$ cat src/rtl/taxi_axis_frame_trunc.sv
// AXI4-Stream frame length limiter: measures each frame, truncates frames longer
// than a runtime maximum, and reports length/truncation per frame. Registered output + skid.
module taxi_axis_frame_trunc #(
  parameter int                DATA_W               = 64,
  parameter int                KEEP_W               = DATA_W / 8,
  parameter int                ID_W                 = 8,
  parameter int                DEST_W               = 8,
  parameter int                USER_W               = 1,
  parameter int                LEN_W                = 16,
  parameter bit                MARK_TRUNC           = 1'b1,
  parameter logic [USER_W-1:0] USER_BAD_FRAME_VALUE = 1'b1,
  parameter logic [USER_W-1:0] USER_BAD_FRAME_MASK  = 1'b1
) (
  input  logic              clk_i,
  input  logic              rst_i,  // synchronous, active low

  input  logic [DATA_W-1:0] s_axis_tdata_i,
  input  logic [KEEP_W-1:0] s_axis_tkeep_i,
  input  logic [KEEP_W-1:0] s_axis_tstrb_i,
  input  logic              s_axis_tvalid_i,
  output logic              s_axis_tready_o,
  input  logic              s_axis_tlast_i,
  input  logic [ID_W-1:0]   s_axis_tid_i,
  input  logic [DEST_W-1:0] s_axis_tdest_i,
  input  logic [USER_W-1:0] s_axis_tuser_i,

  output logic [DATA_W-1:0] m_axis_tdata_o,
  output logic [KEEP_W-1:0] m_axis_tkeep_o,
  output logic [KEEP_W-1:0] m_axis_tstrb_o,
  output logic              m_axis_tvalid_o,
  input  logic              m_axis_tready_i,
  output logic              m_axis_tlast_o,
  output logic [ID_W-1:0]   m_axis_tid_o,
  output logic [DEST_W-1:0] m_axis_tdest_o,
  output logic [USER_W-1:0] m_axis_tuser_o,

  input  logic [LEN_W-1:0]  cfg_max_len_i,
  output logic              status_valid_o,
  output logic [LEN_W-1:0]  status_len_o,
  output logic              status_trunc_o
);

  localparam int CNT_W = $clog2(KEEP_W + 1);
  localparam int SUM_W = LEN_W + 1;

  typedef enum logic [1:0] {
    ST_IDLE,
    ST_PASS,
    ST_DISCARD
  } state_t;

  typedef struct packed {
    logic [DATA_W-1:0] data;
    logic [KEEP_W-1:0] keep;
    logic [KEEP_W-1:0] strb;
    logic              last;
    logic [ID_W-1:0]   id;
    logic [DEST_W-1:0] dest;
    logic [USER_W-1:0] user;
  } beat_t;

  state_t            state_q, state_d;
  logic [LEN_W-1:0]  cnt_q, cnt_d;
  logic [LEN_W-1:0]  max_len_q, max_len_d;
  logic              trunc_q, trunc_d;

  beat_t             out_q, out_d;
  logic              out_valid_q, out_valid_d;
  beat_t             skid_q, skid_d;
  logic              skid_valid_q, skid_valid_d;
  logic              s_tready_q, s_tready_d;

  logic              status_valid_q, status_valid_d;
  logic [LEN_W-1:0]  status_len_q, status_len_d;
  logic              status_trunc_q, status_trunc_d;

  logic              s_fire;
  logic [CNT_W-1:0]  beat_bytes;
  logic [LEN_W-1:0]  eff_max;
  logic [SUM_W-1:0]  sum_ext;
  logic [LEN_W-1:0]  cnt_sat;
  logic              over;
  logic [LEN_W-1:0]  remaining;
  logic [KEEP_W-1:0] keep_mask;
  beat_t             in_beat;
  beat_t             emit_beat;
  logic              emit;
  logic              out_free;

  assign s_fire = s_axis_tvalid_i && s_tready_q;

  // Non-contiguous tkeep only skews the count; the control path never depends on it.
  always_comb begin
    beat_bytes = '0;
    for (int i = 0; i < KEEP_W; i++) begin
      beat_bytes = beat_bytes + CNT_W'(s_axis_tkeep_i[i]);
    end
  end

  // The first beat of a frame sees the live limit; later beats use the latched copy.
  assign eff_max   = (state_q == ST_IDLE) ? cfg_max_len_i : max_len_q;
  assign sum_ext   = {1'b0, cnt_q} + SUM_W'(beat_bytes);
  assign cnt_sat   = sum_ext[LEN_W] ? {LEN_W{1'b1}} : sum_ext[LEN_W-1:0];
  assign over      = (eff_max != '0) && (sum_ext > {1'b0, eff_max});
  assign remaining = eff_max - cnt_q;

  always_comb begin
    for (int i = 0; i < KEEP_W; i++) begin
      keep_mask[i] = (remaining > LEN_W'(i));
    end
  end

  assign in_beat = '{
    data: s_axis_tdata_i,
    keep: s_axis_tkeep_i,
    strb: s_axis_tstrb_i,
    last: s_axis_tlast_i,
    id:   s_axis_tid_i,
    dest: s_axis_tdest_i,
    user: s_axis_tuser_i
  };

  // A beat arriving when the count already equals the limit masks down to tkeep=0:
  // that is the zero-length end marker for a frame whose last forwarded beat was full.
  always_comb begin
    emit_beat = in_beat;
    if (over) begin
      emit_beat.keep = in_beat.keep & keep_mask;
      emit_beat.last = 1'b1;
      if (MARK_TRUNC) begin
        emit_beat.user = (in_beat.user & ~USER_BAD_FRAME_MASK)
                       | (USER_BAD_FRAME_VALUE & USER_BAD_FRAME_MASK);
      end
    end
  end

  // NOTE: every signal driven here gets a default first, so no latch can be inferred.
  always_comb begin
    state_d        = state_q;
    cnt_d          = cnt_q;
    max_len_d      = max_len_q;
    trunc_d        = trunc_q;
    emit           = 1'b0;
    status_valid_d = 1'b0;
    status_len_d   = status_len_q;
    status_trunc_d = status_trunc_q;

    if (s_fire) begin
      unique case (state_q)
        ST_IDLE, ST_PASS: begin
          emit = 1'b1;
          if (state_q == ST_IDLE) begin
            max_len_d = cfg_max_len_i;
          end
          if (s_axis_tlast_i) begin
            state_d        = ST_IDLE;
            cnt_d          = '0;
            trunc_d        = 1'b0;
            status_valid_d = 1'b1;
            status_len_d   = cnt_sat;
            status_trunc_d = trunc_q || over;
          end else if (over) begin
            state_d = ST_DISCARD;
            cnt_d   = cnt_sat;
            trunc_d = 1'b1;
          end else begin
            state_d = ST_PASS;
            cnt_d   = cnt_sat;
          end
        end
        ST_DISCARD: begin
          if (s_axis_tlast_i) begin
            state_d        = ST_IDLE;
            cnt_d          = '0;
            trunc_d        = 1'b0;
            status_valid_d = 1'b1;
            status_len_d   = cnt_sat;
            status_trunc_d = trunc_q;
          end else begin
            cnt_d = cnt_sat;
          end
        end
        default: state_d = ST_IDLE;
      endcase
    end
  end

  // An emitted beat only exists while the skid is empty (tready is low otherwise,
  // except in DISCARD where nothing is emitted), so skid and new beat never collide.
  assign out_free = !out_valid_q || m_axis_tready_i;

  always_comb begin
    out_d        = out_q;
    out_valid_d  = out_valid_q;
    skid_d       = skid_q;
    skid_valid_d = skid_valid_q;

    if (out_free) begin
      if (skid_valid_q) begin
        out_d        = skid_q;
        out_valid_d  = 1'b1;
        skid_valid_d = 1'b0;
      end else if (emit) begin
        out_d       = emit_beat;
        out_valid_d = 1'b1;
      end else begin
        out_valid_d = 1'b0;
      end
    end else if (emit) begin
      skid_d       = emit_beat;
      skid_valid_d = 1'b1;
    end

    s_tready_d = !skid_valid_d || (state_d == ST_DISCARD);
  end

  // NOTE: non-blocking assignments so every register samples pre-edge values.
  always_ff @(posedge clk_i) begin
    if (!rst_i) begin
      state_q        <= ST_IDLE;
      cnt_q          <= '0;
      max_len_q      <= '0;
      trunc_q        <= 1'b0;
      out_valid_q    <= 1'b0;
      skid_valid_q   <= 1'b0;
      s_tready_q     <= 1'b0;
      status_valid_q <= 1'b0;
      status_len_q   <= '0;
      status_trunc_q <= 1'b0;
    end else begin
      state_q        <= state_d;
      cnt_q          <= cnt_d;
      max_len_q      <= max_len_d;
      trunc_q        <= trunc_d;
      out_valid_q    <= out_valid_d;
      skid_valid_q   <= skid_valid_d;
      s_tready_q     <= s_tready_d;
      status_valid_q <= status_valid_d;
      status_len_q   <= status_len_d;
      status_trunc_q <= status_trunc_d;
    end
  end

  // NOTE: beat payload registers are not reset; their valid flags qualify them.
  always_ff @(posedge clk_i) begin
    out_q  <= out_d;
    skid_q <= skid_d;
  end

  assign s_axis_tready_o = s_tready_q;

  assign m_axis_tdata_o  = out_q.data;
  assign m_axis_tkeep_o  = out_q.keep;
  assign m_axis_tstrb_o  = out_q.strb;
  assign m_axis_tvalid_o = out_valid_q;
  assign m_axis_tlast_o  = out_q.last;
  assign m_axis_tid_o    = out_q.id;
  assign m_axis_tdest_o  = out_q.dest;
  assign m_axis_tuser_o  = out_q.user;

  assign status_valid_o  = status_valid_q;
  assign status_len_o    = status_len_q;
  assign status_trunc_o  = status_trunc_q;

endmodule

$ cat config.mk
export PLATFORM = sky130hd
export DESIGN_NAME = taxi_axis_frame_trunc
export DESIGN_NICKNAME = d
export VERILOG_FILES = /design/src/rtl/taxi_axis_frame_trunc.sv
export SDC_FILE = /design/constraint.sdc
export NUM_CORES = 1
export LEC_CHECK = 0
export CORE_ASPECT_RATIO = 0.7
export CORE_MARGIN = 5
export CORE_UTILIZATION = 35
export CTS_CLUSTER_SIZE = 12
export DETAILED_ROUTE_END_ITERATION = 12
export SYNTH_ARGS = -nofsm -noshare
export SYNTH_HDL_FRONTEND = slang
export SYNTH_SLANG_ARGS = --single-unit
$ cat constraint.sdc
create_clock -name clk_i -period 11.93 [get_ports clk_i]
set_input_delay 2.386 -clock clk_i [delete_from_list [all_inputs] [get_ports clk_i]]
set_output_delay 2.386 -clock clk_i [all_outputs]
set_load 0.02 [all_outputs]
==> results.ini <==
[clocking]
cts_buffers=27
cts_buffer_depth=3
post-cts-setup-buffer-count=0
clk_latency_ns=0.54
hold_buffers=0
cts_tree=yes
cts_resized=0
clkTransAtPathRegs_ns=0.06
root_buffer=clkbuf_16
htreeDepth=1
clock_sinks=252

[floorplan]
start_util_pct=35.5
ioPinCount=236
dieArea_um2=36500
die_h_um=161
core_um2=32300
num_rows=55
die_w_um=226

[detailed_routing]
ant_nets=0
via_count=7722
wl_per_cell_um=19.7
vias_per_cell=5.03
dr.first_iter.drc_count=523
drc=0
drt-total-wl_mm=30.2
drtPass1Iterations=4

[layout]
diodes=0
regArea_um2=7010
final_nets=1251
final_layout_size_suffix_gt1_share_pct=15.4
syn_to_final_growth_pct=31.1
multiInputGateArea_um2=4120
post-route-cell-area_um2=15000
fill_cells=2930

[logic_synthesis]
muxShareOfSynthArea_pct=11.0
synthXorXnorAreaFrac_pct=1.45
synth_top_family_by_area=multiplexers
yosysWarnings=0
ys_types=62
synth_nets=1020
async_flop_share_pct=0
syn_area_um2=11500
syn_inst=859
ys_ff_latch=252
syn_area_per_cell_um2=13.3
synth-compound-area-share_pct=10.3
ys_seq_area_share_pct=61.2
yosys_most_used_dff=edfxtp_1
synth-edff-count=196
synthAdderAreaFrac_pct=5.09
synth-simple-area-share_pct=7.97

[sta]
period_minus_slack_ns=8.54
hold_ws_ns=0.471
tightest_slew_ns=1.07
maxSlewViolCount=0
finalClockSkew_ns=0.0207
rsz0062_at_grt=false
fin_crit_sh_pct=71.6
max_clock_freq_ghz=0.117
finalSetupTns_ns=0
finalHoldViolations=0
relSlewSlack_pct=28.0
finalSetupViolCount=0

[critical_path]
path_max_fanout=16
critPathCaptureType=flip-flop
critPathRequiredTime_ns=12.15
critPathKind=primary input to flip-flop
start_kind=primary input
critical_path_arrival_ns=8.77

[placed_design]
placed_area_um2=14200
port_buffers=235
gp_congestion=0.863
dp_hpwl_mm=21.4

[job]
maxCapViolCount=0

[power]
cellPowerDensity_nw_per_um2=135
power_mw=2.04
leakage_nw=5.52
vdd_ir_drop_max_mv=0.104

[global_routing]
grt_pass1_wl_mm=45.8
antenna_found_initial=0
grt_overflow=0
grt_max_degree=76
grt_pass1_vias=7532
track_usage_pct=16.0

[worst_hold_path]
min_path_type=flip-flop to flip-flop

[run_status]
status=finished, final reports clean

## through the flow
step / utilization [%] / cells / setup WS (ns)
floorplan: - / 859 / 2.01
global placement: 44.2 / 1488 / 2.90
detailed placement: 44.2 / 1488 / 2.81
CTS: 46.6 / 1536 / 3.37
global route: 46.6 / 1536 / 3.00
finish: 46.6 / 1536 / 3.39
## layout make-up
| type | instances | area share (%) |
|---|---|---|
| sequential | 252 | 46.7 |
| multi-input combinational | 517 | 27.4 |
| clock inverter | 11 | 0.391 |
| timing repair buffer | 242 | 16.0 |
| clock buffer | 37 | 4.77 |
| inverter | 50 | 1.25 |
| tap | 427 | 3.56 |
## logic make-up (layout without fill, tap and decap cells)
family | count (synthesis) | in the layout
compound gates | 158 | 158
fa+ha+maj | 43 | 43
xor+xnor | 19 | 19
mux | 114 | 114
buf+inv | 90 | 340
flops | 252 | 252
simple gates | 183 | 183
## path summary, 6_finish.rpt
path                            startpoint                            end  slack [ns]  cells after the start
min reg2reg  status_len_o[14]$_SDFFE_PN0P_  status_len_o[14]$_SDFFE_PN0P_        0.47                      2
max reg2reg          cnt_q[0]$_SDFFE_PN0P_           skid_q[26]$_DFFE_PP_        5.83                     19
max                      s_axis_tkeep_i[0]           skid_q[26]$_DFFE_PP_        3.39                     21
min          status_len_o[14]$_SDFFE_PN0P_  status_len_o[14]$_SDFFE_PN0P_        0.47                      2
## metal layers
layer | vias to the layer above | routed length (um) | track usage, %
met5 | - | 0 | 0
met4 | 0 | 677 | 3.72
met3 | 49 | 2650 | 5.49
met2 | 237 | 12600 | 22.2
met1 | 3745 | 14300 | 23.9
li1 | 3691 | - | -
## state kept, by name, summed over array words and instances (netlist names)
signal           flops
status_valid_o       1
m_axis_tstrb_o       8
m_axis_tvalid_o      1
cnt_q               16
m_axis_tuser_o       1
m_axis_tid_o         8
s_axis_tready_o      1
m_axis_tkeep_o       8
status_trunc_o       1
m_axis_tdata_o      64
m_axis_tdest_o       8
trunc_q              1
skid_valid_q         1
skid_q              98
state_q              2
m_axis_tlast_o       1
max_len_q           16
status_len_o        16
## worst max-delay path, cell delays in order
cell	delay, ns
clkdlybuf4s50_1	0.46
fa_1	0.58
inv_1	0.06
fa_1	0.51
fa_1	0.43
fa_1	0.42
fa_1	0.41
nand2b_1	0.24
a21oi_2	0.29
nand2_1	0.23
nor2_1	0.18
xnor2_1	0.18
ha_1	0.30
nand4_1	0.12
nor2_1	0.07
nand4_1	0.09
nand2_1	0.09
a221oi_4	0.44
nand2_2	0.12
nor4b_4	0.95
a21boi_0	0.20
## cell usage after synthesis (6+ instances only)
cell | n | share of area [%]
clkbuf_1 | 36 | 1.2
nand2b_1 | 8 | 0.44
a21oi_2 | 10 | 0.76
fa_1 | 6 | 1.0
mux2_2 | 91 | 8.9
nor2_1 | 41 | 1.3
nand3_1 | 13 | 0.57
dfxtp_1 | 56 | 9.8
a21boi_0 | 11 | 0.72
o211a_1 | 19 | 1.7
nor4_1 | 9 | 0.49
o21ai_0 | 23 | 1.0
o221a_2 | 8 | 0.79
edfxtp_1 | 196 | 51
a21o_1 | 8 | 0.52
nor3_1 | 17 | 0.74
nand4_1 | 8 | 0.44
a21oi_1 | 38 | 1.7
mux2i_1 | 23 | 2.0
ha_1 | 37 | 4.0
nor2b_1 | 8 | 0.44
nand2_1 | 51 | 1.7
nor3b_1 | 7 | 0.46
xnor2_1 | 15 | 1.1
inv_1 | 50 | 1.6
## report_power, final
part / switching, mW / internal, mW / leakage [nW]
sequential: 0.0111 / 0.977 / 2.26
clock: 0.338 / 0.419 / 0.377
combinational: 0.155 / 0.134 / 2.88
total: 0.505 / 1.53 / 5.52
## layout by cell type, fill, tap and decap left out, types with 19 or more instances in the layout
cell and instances:
o21ai_0 23, nand2_1 51, mux2i_1 23, a21oi_1 38, mux2_2 91, ha_1 37
nor2_1 39, clkdlybuf4s50_1 234, inv_1 50, dfxtp_1 55, o211a_1 19, clkbuf_16 27
edfxtp_1 196
(Power assumes the default switching activity.)
